### config.mk
export PLATFORM = sky130hd
export DESIGN_NAME = map_probe_scheduler_flat
export DESIGN_NICKNAME = d
export VERILOG_FILES = /design/src/rtl/map_probe_scheduler_pkg.sv /design/src/rtl/map_probe_scheduler_if.sv /design/src/rtl/map_probe_scheduler_rr_arbiter.sv /design/src/rtl/map_probe_scheduler.sv /design/src/flat_wrapper.sv
export SDC_FILE = /design/constraint.sdc
export NUM_CORES = 1
export LEC_CHECK = 0
export ABC_AREA = 1
export CAP_MARGIN = 20
export CORE_ASPECT_RATIO = 0.6
export CORE_UTILIZATION = 45
export DETAILED_ROUTE_END_ITERATION = 16
export GPL_ROUTABILITY_DRIVEN = 0
export PLACE_DENSITY = 0.86
export SYNTH_ARGS = -nofsm -noshare
export SYNTH_HDL_FRONTEND = slang
export SYNTH_SLANG_ARGS = --single-unit
### constraint.sdc
create_clock -name clk -period 3.15 [get_ports clk]
set_input_delay 0.7875 -clock clk [delete_from_list [all_inputs] [get_ports clk]]
set_output_delay 0.7875 -clock clk [all_outputs]
set_load 0.01 [all_outputs]
### src/rtl/map_probe_scheduler_pkg.sv
// Shared pacman definitions: direction bit positions, wall pixel code,
// probe offsets, scheduler state encoding and probe-table helpers.
package pacman_pkg;

  localparam logic [1:0] DIR_L = 2'd3;
  localparam logic [1:0] DIR_U = 2'd2;
  localparam logic [1:0] DIR_R = 2'd1;
  localparam logic [1:0] DIR_D = 2'd0;

  localparam logic [1:0] PIX_WALL = 2'b00;

  localparam int PROBE_NEAR = 12;
  localparam int PROBE_FAR  = 13;
  localparam int PROBE_ADJ  = 11;
  localparam int N_LOOKUP   = 12;

  typedef enum logic [2:0] {
    ST_IDLE,
    ST_LATCH,
    ST_ISSUE,
    ST_DRAIN,
    ST_DONE
  } state_t;

  // Lookups come in groups of three: L, U, R, D.
  function automatic logic [1:0] dir_bit(input logic [5:0] k);
    if (k < 6'd3)      return DIR_L;
    else if (k < 6'd6) return DIR_U;
    else if (k < 6'd9) return DIR_R;
    else               return DIR_D;
  endfunction

  function automatic int probe_dx(input int k, input int near, input int far, input int adj);
    case (k)
      0, 4, 10: return -far;
      1, 2:     return -adj;
      5, 6, 11: return near;
      7, 8:     return adj;
      default:  return 0;
    endcase
  endfunction

  function automatic int probe_dy(input int k, input int near, input int far, input int adj);
    case (k)
      1, 3, 7:  return -far;
      2, 8, 9:  return near;
      4, 5:     return -adj;
      10, 11:   return adj;
      default:  return 0;
    endcase
  endfunction

endpackage

### src/rtl/map_probe_scheduler_if.sv
// Mover-side request/flag bus plus the shared mapRom query port.
interface map_probe_scheduler_if #(
  parameter int N_REQ   = 4,
  parameter int COORD_W = 9
);
  logic [N_REQ-1:0]         req;
  logic [N_REQ*COORD_W-1:0] pos_x;
  logic [N_REQ*COORD_W-1:0] pos_y;
  logic [COORD_W-1:0]       rom_x;
  logic [COORD_W-1:0]       rom_y;
  logic [1:0]               rom_pixel;
  logic [4*N_REQ-1:0]       flags;
  logic [N_REQ-1:0]         flags_valid;
  logic [N_REQ-1:0]         done;
  logic                     busy;

  modport master (
    output req, pos_x, pos_y, rom_pixel,
    input  rom_x, rom_y, flags, flags_valid, done, busy
  );

  modport slave (
    input  req, pos_x, pos_y, rom_pixel,
    output rom_x, rom_y, flags, flags_valid, done, busy
  );
endinterface

### src/rtl/map_probe_scheduler_rr_arbiter.sv
// Round-robin pick over N requesters; pointer moves past the winner on advance.
module rr_arbiter #(
  parameter int N     = 4,
  parameter int IDX_W = 2
) (
  input  logic             clk,
  input  logic             reset,
  input  logic [N-1:0]     pending,
  input  logic             advance,
  output logic [IDX_W-1:0] gnt_idx,
  output logic             gnt_any
);

  logic [IDX_W-1:0] ptr;

  always_comb begin
    gnt_idx = '0;
    gnt_any = 1'b0;
    for (int o = 0; o < N; o++) begin
      if (!gnt_any && pending[(int'(ptr) + o) % N]) begin
        gnt_idx = IDX_W'((int'(ptr) + o) % N);
        gnt_any = 1'b1;
      end
    end
  end

  always_ff @(posedge clk or negedge reset) begin
    if (!reset) ptr <= '0;
    else if (advance && gnt_any)
      ptr <= (gnt_idx == IDX_W'(N - 1)) ? '0 : gnt_idx + 1'b1;
  end

endmodule

### src/rtl/map_probe_scheduler.sv
// Time-shares one mapRom query port across all movers, running the 12-lookup
// wall probe per request and returning per-mover {L,U,R,D} passability.
module map_probe_scheduler
  import pacman_pkg::*;
#(
  parameter int N_REQ   = 4,
  parameter int COORD_W = 9,
  parameter int NEAR    = PROBE_NEAR,
  parameter int FAR     = PROBE_FAR,
  parameter int ADJ     = PROBE_ADJ,
  parameter int ROM_LAT = 0
) (
  input logic                 clk,
  input logic                 reset,
  map_probe_scheduler_if.slave bus
);

  localparam int IDX_W = (N_REQ > 1) ? $clog2(N_REQ) : 1;
  localparam logic [5:0] LAT_C      = 6'(ROM_LAT);
  localparam logic [5:0] LAST_ISSUE = 6'(N_LOOKUP - 1);
  localparam logic [5:0] LAST_CNT   = 6'(N_LOOKUP - 1 + ROM_LAT);

  state_t               state;
  logic [N_REQ-1:0]     pending, gmask;
  logic [IDX_W-1:0]     gnt_idx, owner;
  logic                 gnt_any;
  logic [COORD_W-1:0]   lx, ly, cur_x, cur_y, rom_x, rom_y;
  logic [5:0]           cnt, samp_k;
  logic [3:0]           acc, acc_next;
  logic                 sampling;
  logic [4*N_REQ-1:0]   flags;
  logic [N_REQ-1:0]     flags_valid, done;

  function automatic logic [2*COORD_W-1:0] probe_addr(input int k,
      input logic [COORD_W-1:0] x, input logic [COORD_W-1:0] y);
    return {x + COORD_W'(probe_dx(k, NEAR, FAR, ADJ)),
            y + COORD_W'(probe_dy(k, NEAR, FAR, ADJ))};
  endfunction

  rr_arbiter #(.N(N_REQ), .IDX_W(IDX_W)) u_arb (
    .clk     (clk),
    .reset   (reset),
    .pending (pending),
    .advance (state == ST_LATCH),
    .gnt_idx (gnt_idx),
    .gnt_any (gnt_any)
  );

  assign cur_x = bus.pos_x[int'(gnt_idx)*COORD_W +: COORD_W];
  assign cur_y = bus.pos_y[int'(gnt_idx)*COORD_W +: COORD_W];
  assign gmask = (state == ST_LATCH && gnt_any) ? (N_REQ'(1) << gnt_idx) : '0;

  // Pixel for lookup k arrives ROM_LAT cycles after its address is issued.
  assign sampling = (state == ST_ISSUE || state == ST_DRAIN) && (cnt >= LAT_C);
  assign samp_k   = cnt - LAT_C;

  always_comb begin
    acc_next = acc;
    if (sampling && bus.rom_pixel == PIX_WALL) acc_next[dir_bit(samp_k)] = 1'b0;
  end

  always_ff @(posedge clk or negedge reset) begin
    if (!reset) begin
      state       <= ST_IDLE;
      pending     <= '0;
      owner       <= '0;
      lx          <= '0;
      ly          <= '0;
      rom_x       <= '0;
      rom_y       <= '0;
      cnt         <= '0;
      acc         <= '0;
      flags       <= '0;
      flags_valid <= '0;
      done        <= '0;
    end else begin
      done    <= '0;
      // Set after clear so a pulse during the grant cycle queues another job.
      pending <= (pending & ~gmask) | bus.req;
      case (state)
        ST_IDLE: if (|pending) state <= ST_LATCH;
        ST_LATCH: begin
          owner          <= gnt_idx;
          lx             <= cur_x;
          ly             <= cur_y;
          {rom_x, rom_y} <= probe_addr(0, cur_x, cur_y);
          cnt            <= '0;
          acc            <= 4'hF;
          state          <= ST_ISSUE;
        end
        ST_ISSUE, ST_DRAIN: begin
          cnt <= cnt + 6'd1;
          acc <= acc_next;
          if (state == ST_ISSUE && cnt != LAST_ISSUE)
            {rom_x, rom_y} <= probe_addr(int'(cnt) + 1, lx, ly);
          if (cnt == LAST_CNT) begin
            for (int i = 0; i < N_REQ; i++) begin
              if (owner == IDX_W'(i)) begin
                flags[i*4 +: 4] <= acc_next;
                flags_valid[i]  <= 1'b1;
                done[i]         <= 1'b1;
              end
            end
            state <= ST_DONE;
          end else if (cnt == LAST_ISSUE) begin
            state <= ST_DRAIN;
          end
        end
        ST_DONE: state <= (|pending) ? ST_LATCH : ST_IDLE;
        default: state <= ST_IDLE;
      endcase
    end
  end

  assign bus.rom_x       = rom_x;
  assign bus.rom_y       = rom_y;
  assign bus.flags       = flags;
  assign bus.flags_valid = flags_valid;
  assign bus.done        = done;
  assign bus.busy        = (state != ST_IDLE);

endmodule

### src/flat_wrapper.sv
// flat-port wrapper written by rule: the top's interface ports become plain ports
module map_probe_scheduler_flat import pacman_pkg::*;
#(
  parameter int N_REQ   = 4,
  parameter int COORD_W = 9,
  parameter int NEAR    = PROBE_NEAR,
  parameter int FAR     = PROBE_FAR,
  parameter int ADJ     = PROBE_ADJ,
  parameter int ROM_LAT = 0
)
  (clk, reset, bus_req, bus_pos_x, bus_pos_y, bus_rom_pixel, bus_rom_x, bus_rom_y, bus_flags, bus_flags_valid, bus_done, bus_busy);
  map_probe_scheduler_if #(.N_REQ(N_REQ), .COORD_W(COORD_W)) bus_i ();
  input logic clk;
  input logic reset;
  input wire logic [$bits(bus_i.req)-1:0] bus_req;
  input wire logic [$bits(bus_i.pos_x)-1:0] bus_pos_x;
  input wire logic [$bits(bus_i.pos_y)-1:0] bus_pos_y;
  input wire logic [$bits(bus_i.rom_pixel)-1:0] bus_rom_pixel;
  output wire logic [$bits(bus_i.rom_x)-1:0] bus_rom_x;
  output wire logic [$bits(bus_i.rom_y)-1:0] bus_rom_y;
  output wire logic [$bits(bus_i.flags)-1:0] bus_flags;
  output wire logic [$bits(bus_i.flags_valid)-1:0] bus_flags_valid;
  output wire logic [$bits(bus_i.done)-1:0] bus_done;
  output wire logic [$bits(bus_i.busy)-1:0] bus_busy;
  assign bus_i.req = bus_req;
  assign bus_i.pos_x = bus_pos_x;
  assign bus_i.pos_y = bus_pos_y;
  assign bus_i.rom_pixel = bus_rom_pixel;
  assign bus_rom_x = bus_i.rom_x;
  assign bus_rom_y = bus_i.rom_y;
  assign bus_flags = bus_i.flags;
  assign bus_flags_valid = bus_i.flags_valid;
  assign bus_done = bus_i.done;
  assign bus_busy = bus_i.busy;
  map_probe_scheduler #(.N_REQ(N_REQ), .COORD_W(COORD_W), .NEAR(NEAR), .FAR(FAR), .ADJ(ADJ), .ROM_LAT(ROM_LAT)) u_core (.clk(clk), .reset(reset), .bus(bus_i));
endmodule
# == Yosys cells after proc, flatten, opt, wreduce, memory -nomap -nowiden ==
# Memories as Yosys holds them, arrays and structs flattened.
# Cells that the tools add are included.
# totals
memories,2
regBits,81
rom_bits,1024
wordCells,147
# op_classes
bitwise_logic,8
order_cmp,10
n_addsub,10
multipliers,1
n_shift,3
eq_ne,13
reduce_logical,29
n_mux,52
# memory_table
name,depth,width,read_ports,rd_clocked_by_memory_dff,write_ports,line_no,text
(name not given),16,32,1,0,0,map_probe_scheduler_pkg.sv:34,case (k)
(name not given),16,32,1,0,0,map_probe_scheduler_pkg.sv:44,case (k)
# ops
cell,count
2-to-1 mux 9 bit,10
indexed part select 36 x 32 -> 9 bit,2
adder 9 bit,4
case mux 9 bit (2 select lines),2
zero test 28 bit,1
2-to-1 mux 1 bit,18
2-to-1 mux 2 bit,8
2-to-1 mux 4 bit,4
"less-than comparator 3 x 4 -> 1 bit, second input constant",3
case mux 3 bit (4 select lines),1
case mux 6 bit (2 select lines),1
AND reduction 3 bit,4
AND 4 bit,2
binary-select mux 1 bit (select 2 bit),4
logical AND 1 bit,8
NOT 4 bit,2
case mux 4 bit (2 select lines),1
OR reduction 2 bit,4
"adder 6 x 1 -> 7 bit, second input constant",1
"adder 6 x 1 -> 6 bit, second input constant",1
"== test 2 bit, second input constant",3
"== test 3 x 2 -> 1 bit, second input constant",2
"== test 6 x 4 -> 1 bit, second input constant",1
">= comparator 6 x 1 -> 1 bit, second input constant",1
other kinds (26),38

# == Logic depth before layout (Yosys ltp) ==
# Gate-level depths: netlist of the first run.
# depth
depth_word,19
mapped_depth,26

# == Hierarchy ==
# A second synthesis of the first run with hierarchy kept.
# unflattened
hier_cells,737
area_unflattened_um2,5387.7
# modules_own_cells
module,area_each_um2,instances,seq_area_each_um2,cells_per_inst
map_probe_scheduler,4946.0,1,1976.9,657
rr_arbiter,441.7,1,50.0,80

# == Worst setup path after synthesis of the first run ==
# Ideal clock, no wire load.
# synth_path
path_type,register -> register
from,register u_core.cnt[0]
to,"register u_core.rom_x[8], in the netlist u_core.bus.rom_x[8]"
path_stages_with_launch,25
n_path_buf,1
required_time_ns,3.073
t_arrival_ns,3.113
path_slack_ns,-0.041
path_cell_list,dfrtp_1 > ha_1 > inv_1 > ha_1 > buf_2 > nand2_1 > inv_1 > nor2_1 > nor3_1 > ha_1 > inv_1 > fa_1 > inv_1 > nand3_1 > nand2_1 > nand2_1 > nand2_1 > a21oi_1 > nor2_1 > o21ai_0 > nand2_1 > nor2_1 > o21ai_0 > inv_1 > a21oi_1
# synth_between
elab_chain_cells,8
elab_cells_between_ends,13
# synth_rtl
item,line_no,text
from (decl),map_probe_scheduler.sv:28,"logic [5:0] cnt, samp_k;"
from (signal assigned),map_probe_scheduler.sv:92,cnt <= cnt + 6'd1;
adder 6 x 1 -> 7 bit,map_probe_scheduler.sv:95,"{rom_x, rom_y} <= probe_addr(int'(cnt) + 1, lx, ly);"
memory (16 x 32 bit) / zero test 28 bit (equally long branches),n/a,
2-to-1 mux 9 bit,map_probe_scheduler_pkg.sv:34,
2-to-1 mux 9 bit,map_probe_scheduler.sv:94,if (state == ST_ISSUE && cnt != LAST_ISSUE)
2-to-1 mux 9 bit,map_probe_scheduler.sv:80,case (state)
adder 9 bit,map_probe_scheduler.sv:36,"return {x + COORD_W'(probe_dx(k, NEAR, FAR, ADJ)),"
2-to-1 mux 9 bit,map_probe_scheduler.sv:94,
case mux 9 bit (2 select lines),map_probe_scheduler.sv:80,
to (signal assigned),map_probe_scheduler.sv:86,"{rom_x, rom_y} <= probe_addr(0, cur_x, cur_y);"
to (signal assigned),map_probe_scheduler.sv:95,
to (decl),map_probe_scheduler.sv:27,"logic [COORD_W-1:0] lx, ly, cur_x, cur_y, rom_x, rom_y;"
# Several ways; a longest one is shown, not always the timed one. The select of a mux whose other input is x is not followed.
# A chain may end at the register's enable or synchronous reset.

# == Worst setup path in the final report of the first run ==
# layout_path
from,register u_core.cnt[1]
to,"register u_core.rom_x[8], in the netlist u_core.bus.rom_x[8]"
# The elaborated chain is that of the path after synthesis.

==> results.py, run 1 <==
metrics = {
    "synth": {
        "syn_nets": 866,
        "synthFlopType": "dfrtp_1",
        "syn_avg_cell_area_sq_um": 7.290,
        "yosys_warnings": 0,
        "async_flop_share_pct": 100.0,
        "synth_edf_count": 0,
        "synth_area_sq_mm": 0.005533,
        "synth_cells": 759,
        "yosysUniqueCellTypes": 49,
        "ys_seq_area_share_pct": 36.64,
        "ys_ff_latch": 81,
    },
    "setup_path": {
        "crit_path_top_delay_cell": "dfrtp_1",
        "cp.required_ns": 3.43,
        "path_class": "flip-flop to flip-flop",
        "max_stage_delay_ns": 0.39,
        "cp.arrival_ns": 3.51,
        "cp_common_cell": "nand2_1",
        "endpoint_kind": "flip-flop",
        "path_cells": "ha_2, inv_2, ha_4, inv_4, o21ai_0, o21ai_0, nor2_1, ha_1, a21oi_1, nand2_2, nand2_1, nand2_1, a21oi_2, nor2_1, o21ai_1, nand2_1, nand2_1, nand2_1, o21ai_1, inv_1, a21oi_1",
        "critPathMaxFanout": 5,
        "cp-start-kind": "flip-flop",
    },
    "timing": {
        "timing.fmax_mhz": 309.3,
        "min_period_over_period_pct": 102.6,
        "tightest_slew_ns": 0.8816,
        "relSlewSlack_pct": 41.08,
        "maxSlewViolCount": 0,
        "setup_violations": 2,
        "finalHoldViolCount": 0,
        "setup_tns_ns": -0.1161,
        "min_period_ns": 3.233,
        "layout_setup_ws_ns": -0.08259,
        "finalHoldWorstSlack_ns": 0.4742,
        "grt_setup_unrepaired": "yes",
        "fin_worst_skew_ns": 0.006720,
    },
    "final_layout": {
        "fin_nets": 1011,
        "fill_cells": 918,
        "syn2layout_area_growth_pct": 37.22,
        "n_antenna_cell": 0,
        "layout-drive-gt1-share_pct": 16.50,
        "fin_area_sq_mm": 0.007592,
    },
    "die": {
        "dieArea_sq_mm": 0.01276,
        "die_y_um": 87.89,
        "num_io_pins": 123,
        "fp-row-count": 30,
        "die_x_um": 145.2,
        "core_sq_mm": 0.01164,
        "start_util_pct": 47.55,
    },
    "detailed_routing": {
        "drc_errors": 0,
        "viasPerCell": 5.529,
        "post_drt_wl_per_cell_um": 15.59,
        "dr.pass1.iters": 6,
        "vias": 5911,
        "antenna_left": 0,
        "drtIter0Drc": 658,
        "drt_wl_total_um": 16670,
    },
    "power_and_ir_drop": {
        "p_leak_nw": 3.630,
        "ir_drop_v": 0.0005362,
        "power_density_mw_per_mm2": 1364,
        "totalPowerFinal_w": 0.01036,
    },
    "global_route": {
        "gr-usage-all-layers_pct": 25.27,
        "grt_pass1_vias": 5202,
        "antenna_found_initial": 0,
        "overflow": 0,
        "grt_pass1_wl_um": 25740,
        "grt_max_degree": 61,
    },
    "clocking": {
        "htreeDepth": 3,
        "path_clk_slew_ns": 0.07,
        "cts_buffers": 9,
        "cts_sinks": 81,
        "cts-root-buf": "clkbuf_16",
        "cts_tree": "done",
        "cts_buffer_depth": 2,
        "clk_latency_ns": 0.35,
        "ctsHoldBuffers": 0,
    },
    "status": {
        "status": "complete, but fails checks",
        "violations": "setup timing",
    },
    "place": {
        "postPlaceCellArea_sq_mm": 0.006959,
        "dpl.hpwl_um": 11190,
        "port_buffers": 122,
    },
    "min_path": {
        "hold_class": "flip-flop to flip-flop",
    },
    "flow_run": {
        "drv_cap": 0,
    },
}
[critical path: cells and delay by family, from the launching register on]
family | cells | cell delay, ns
compound gates | 7 | 1.11
fa+ha+maj | 3 | 0.85
simple gates | 8 | 0.64
flops | 1 | 0.39
buf+inv | 3 | 0.17
[cells by family (layout without fill, tap and decap cells)]
family                   count (synthesis)  count (layout)  synth area share, %
AO/OA/AOI/OAI                          129             129                13.32
XOR/XNOR                                 9               9                1.425
adder cells (fa/ha/maj)                 27              27                6.377
buffers and inverters                   99             249                7.847
flip-flops                              81              81                36.63
AND/OR/NAND/NOR                        414             414                34.40
[synth_stat cells (3+ instances only)]
cell	number	area [sq um]
or2_2	5	31.28
nor4_1	4	25.02
dfrtp_1	81	2027
ha_1	25	312.8
buf_2	11	55.05
a32o_1	3	30.03
nor3_1	5	25.02
nand4_1	21	131.4
nand2_1	234	878.3
nor2_1	44	165.2
a32oi_1	6	52.55
inv_2	8	30.03
inv_1	58	217.7
nand3_1	53	265.3
a31oi_1	3	18.77
buf_6	4	45.04
clkbuf_1	10	37.54
nand2_4	6	67.56
a21oi_1	32	160.2
o22ai_1	4	25.02
nand3_2	3	30.03
nand2_2	25	156.4
o21ai_0	61	305.3
nor2_2	4	25.02
o21ai_1	4	20.02
a211oi_1	3	22.52
a21o_1	4	30.03
xor2_1	8	70.07
[stage by stage]
step / worst slack, ns / cells / util, %
after floorplan: 0.03181 / 759 / -
after global placement: 0.04321 / 1034 / 59.81
after detailed placement: -0.08194 / 1034 / 59.81
after CTS: 0.004716 / 1052 / 63.11
after global routing: -0.2783 / 1069 / 65.25
final: -0.08259 / 1069 / 65.25
[per-layer routing]
metal,track usage (%),share of wire (%)
met1,35.67,46
met3,6.198,9.2
met5,0,0
met4,7.751,2.7
met2,38.51,42
[placed cells by master, fill, tap and decap left out, drive strengths merged]
cell	count
a311oi	2
a32o	3
clkdlybuf4s50	121
xnor2	1
a32oi	6
nand3b	1
nand3	58
nand2	265
clkinvlp	1
ha	25
a22o	1
nor4	4
xor2	8
o22ai	4
fa	2
a21oi	32
dfrtp	81
bufinv	2
o21ai	65
o21bai	2
nor2	50
clkbuf	9
o41ai	1
nor3	5
a211oi	3
clkinv	2
buf	41
o211ai	2
inv	73
or2	8
and2	1
a31oi	3
a21o	4
nand4	22
a21boi	1
[layout make-up]
type	count	area, sq um	share of cell area (%)
Tap cell	160	200.2	2.637
Inverter	71	289.0	3.807
Clock inverter	7	106.4	1.401
Sequential cell	81	2029	26.73
Clock buffer	9	225.2	2.966
Timing Repair Buffer	162	1530	20.15
Multi-Input combinational cell	579	3212	42.30
[report_power, final]
group	internal, W	leakage [nW]	switching (W)
clock network	0.000711	0.163	0.000471
logic	0.00282	2.55	0.00459
registers	0.00146	0.921	0.000296
total	0.00500	3.63	0.00536
[registers in the layout, summed over array words and instances (netlist names)]
register	cells
u_core.bus.rom_y	9
u_core.acc	4
u_core.state	3
u_core.pending	4
u_core.owner	2
u_core.lx	9
u_core.bus.done	4
u_core.bus.flags	16
u_core.ly	9
u_core.cnt	6
u_core.u_arb.ptr	2
u_core.bus.rom_x	9
u_core.bus.flags_valid	4
[timing repair]
item                                    4_1_cts  5_1_grt
buffers inserted                              2       17
gates resized for setup                       8       38
pin swaps                                     1       22
endpoints found under the setup margin        3        8
[worst paths after layout]
kind                                                start                   endpoint  slack [ns]  depth (start not counted)
worst max-delay path                        u_core.cnt[1]        u_core.bus.rom_x[8]       -0.08                         21
worst min-delay path            u_core.bus.flags_valid[0]  u_core.bus.flags_valid[0]        0.47                          1
worst max register to register              u_core.cnt[1]        u_core.bus.rom_x[8]       -0.08                         21
worst min register to register  u_core.bus.flags_valid[0]  u_core.bus.flags_valid[0]        0.47                          1
max in group asynchronous                           reset        u_core.bus.rom_y[5]        1.96                          2
min in group asynchronous                           reset        u_core.bus.rom_x[6]        0.52                          1
(Power assumes the default switching activity.)
==> run 2: changes to the inputs <==
Settings changed: GPL_ROUTABILITY_DRIVEN 0 to not set.
==> run 2 against run 1 <==
The run now ends clean. Fmax rose by 4.9%. Via count fell by 3.7%. Die area unchanged. Power down 4.2%. Critical path depth grew 2. Worst hold slack got worse by 0.0029 ns. First-iteration DRC count down 23%. Count of clock-buffer cells in the layout stayed put. Final cell count shrank 1.3%. Global-route usage is 0.98 points lower. Critical path type unchanged. Critical endpoint unchanged. Largest cell class unchanged.
==> results.py, run 2 (synthesis results as in run 1) <==
metrics = {
    "clocking": {
        "ctsHoldBuffers": 0,
        "clk_latency_ns": 0.35,
        "cts-root-buf": "clkbuf_16",
        "cts_sinks": 81,
        "path_clk_slew_ns": 0.06,
        "cts_tree": "done",
        "cts_buffer_depth": 2,
        "cts_buffers": 9,
        "htreeDepth": 3,
    },
    "min_path": {
        "hold_class": "input pin to async pin",
    },
    "timing": {
        "relSlewSlack_pct": 44.85,
        "setup_tns_ns": 0,
        "setup_violations": 0,
        "fin_worst_skew_ns": 0.005541,
        "maxSlewViolCount": 0,
        "min_period_ns": 3.081,
        "min_period_over_period_pct": 97.81,
        "tightest_slew_ns": 0.8252,
        "grt_setup_unrepaired": "yes",
        "finalHoldViolCount": 0,
        "timing.fmax_mhz": 324.6,
    },
    "final_layout": {
        "fin_nets": 997,
        "fill_cells": 972,
        "final_common_cell": "nand2_1",
        "n_antenna_cell": 0,
        "syn2layout_area_growth_pct": 34.98,
        "layout-drive-gt1-share_pct": 15.20,
        "largest_register_ffs": 16,
        "layout_common_cells": "232 x nand2_1, 121 x clkdlybuf4s50_1, 78 x dfrtp_1",
        "largest-register": "u_core.bus.flags",
        "layout.cells.non_filler": 1055,
    },
    "power_and_ir_drop": {
        "p_sw_w": 0.005119,
        "ir_drop_v": 0.0005539,
        "internal_power_w": 0.004799,
        "p_leak_nw": 3.557,
        "p_seq_share_pct": 18.0,
        "pwr-share-comb_pct": 70.2,
        "sw_frac_of_total_pct": 51.61,
        "clockPowerShare_pct": 11.8,
        "power_density_mw_per_mm2": 1328,
    },
    "die": {
        "dieArea_sq_mm": 0.01276,
        "num_io_pins": 123,
        "fp-row-count": 30,
        "core_sq_mm": 0.01164,
        "die_x_um": 145.2,
        "start_util_pct": 47.55,
        "die_y_um": 87.89,
    },
    "setup_path": {
        "crit_path_top_delay_cell": "dfrtp_2",
        "endpoint_kind": "flip-flop",
        "cp_common_cell": "nand2_1",
        "worst-r2r-cell-count": 23,
        "path_cells": "inv_2, ha_1, nor2_1, nand2_1, a21oi_1, nor3_2, ha_2, inv_1, fa_2, inv_2, nand3_1, nand2_2, nand2_1, nand2_1, a21oi_2, nor2_1, o21ai_1, nand2_1, nand2_1, nand2_1, o21ai_1, inv_1, a21oi_1",
        "r2r_setup_slack_ns": 0.07,
        "cp.arrival_ns": 3.32,
        "critPathMaxFanout": 5,
        "cp.required_ns": 3.39,
        "cp-start-kind": "flip-flop",
        "path_class": "flip-flop to flip-flop",
        "max_stage_delay_ns": 0.46,
    },
    "detailed_routing": {
        "vias": 5692,
        "antenna_left": 0,
        "drc_errors": 0,
        "drt_wl_total_um": 15620,
        "viasPerCell": 5.395,
        "post_drt_wl_per_cell_um": 14.81,
        "drtIter0Drc": 507,
        "dr.pass1.iters": 5,
    },
    "place": {
        "dp.cells": 1035,
        "dpl.hpwl_um": 11340,
        "place_congestion": 0.9360,
        "port_buffers": 122,
    },
    "status": {
        "status": "complete, no violations",
    },
    "global_route": {
        "gr-usage-all-layers_pct": 24.29,
        "overflow": 0,
        "antenna_found_initial": 0,
        "grt_max_degree": 54,
        "grt_pass1_wl_um": 24450,
        "grt_pass1_vias": 4957,
    },
    "flow_run": {
        "drv_cap": 0,
    },
}
[run 2: critical path: cells and delay by family (launching register included)]
family,cells,cell delay [ns]
simple gates,11,0.98
fa+ha+maj,3,0.83
flops,1,0.46
buf+inv,4,0.37
compound gates,5,0.34
[run 2: what timing repair did]
action                                  4_1_cts  5_1_grt
setup buffers                                 0        4
gates resized for setup                       2       38
endpoints found under the setup margin        1        8
pin swaps                                     0       15
[run 2: layer usage]
metal	wire length, um	up-vias	global-route usage (%)
met5	0	-	0
met4	149	0	4.785
met3	1397	17	5.521
met2	6612	273	37.37
met1	7461	2630	35.20
li1	-	2772	-
[run 2: power by group through the flow]
stage	Combinational, W	Sequential, W	Clock, W
final	0.00696	0.00178	0.00118
after global routing	0.00769	0.00183	0.00122
after CTS	0.00653	0.00176	0.00119
after detailed placement	0.00647	0.00177	0
after global placement	0.00637	0.00177	0
after floorplan	0.00471	0.00178	0
[run 2: cell type report]
type	instances	area, sq um	area share (%)
Multi-Input combinational cell	579	3204	42.90
Sequential cell	81	2031	27.19
Tap cell	160	200.2	2.681
Timing Repair Buffer	148	1421	19.03
Clock buffer	9	225.2	3.016
Inverter	71	277.8	3.719
Clock inverter	7	108.9	1.458
[run 2: final timing paths]
kind,startpoint,to
max in group asynchronous,reset,u_core.bus.flags_valid[3]
max,u_core.cnt[0],u_core.bus.rom_x[8]
min reg2reg,u_core.bus.flags_valid[1],u_core.bus.flags_valid[1]
min in group clk,u_core.bus.flags_valid[1],u_core.bus.flags_valid[1]
min,reset,u_core.bus.rom_x[5]
max reg2reg,u_core.cnt[0],u_core.bus.rom_x[8]
[run 2: stage by stage]
step | worst slack [ns] | util (%) | power [W] | area, sq um | hold WS [ns]
6_report | 0.06907 | 64.18 | 0.009918 | 7468 | 0.4713
5_1_grt | -0.1067 | 64.18 | 0.01074 | 7468 | 0.5035
4_1_cts | 0.001656 | 62.86 | 0.009481 | 7315 | 0.4801
3_5_place_dp | -0.02897 | 59.87 | 0.008242 | 6967 | 0.4643
3_3_place_gp | 0.07727 | 59.87 | 0.008142 | 6967 | 0.4569
2_1_floorplan | 0.03181 | - | 0.006492 | 5534 | 0.4555
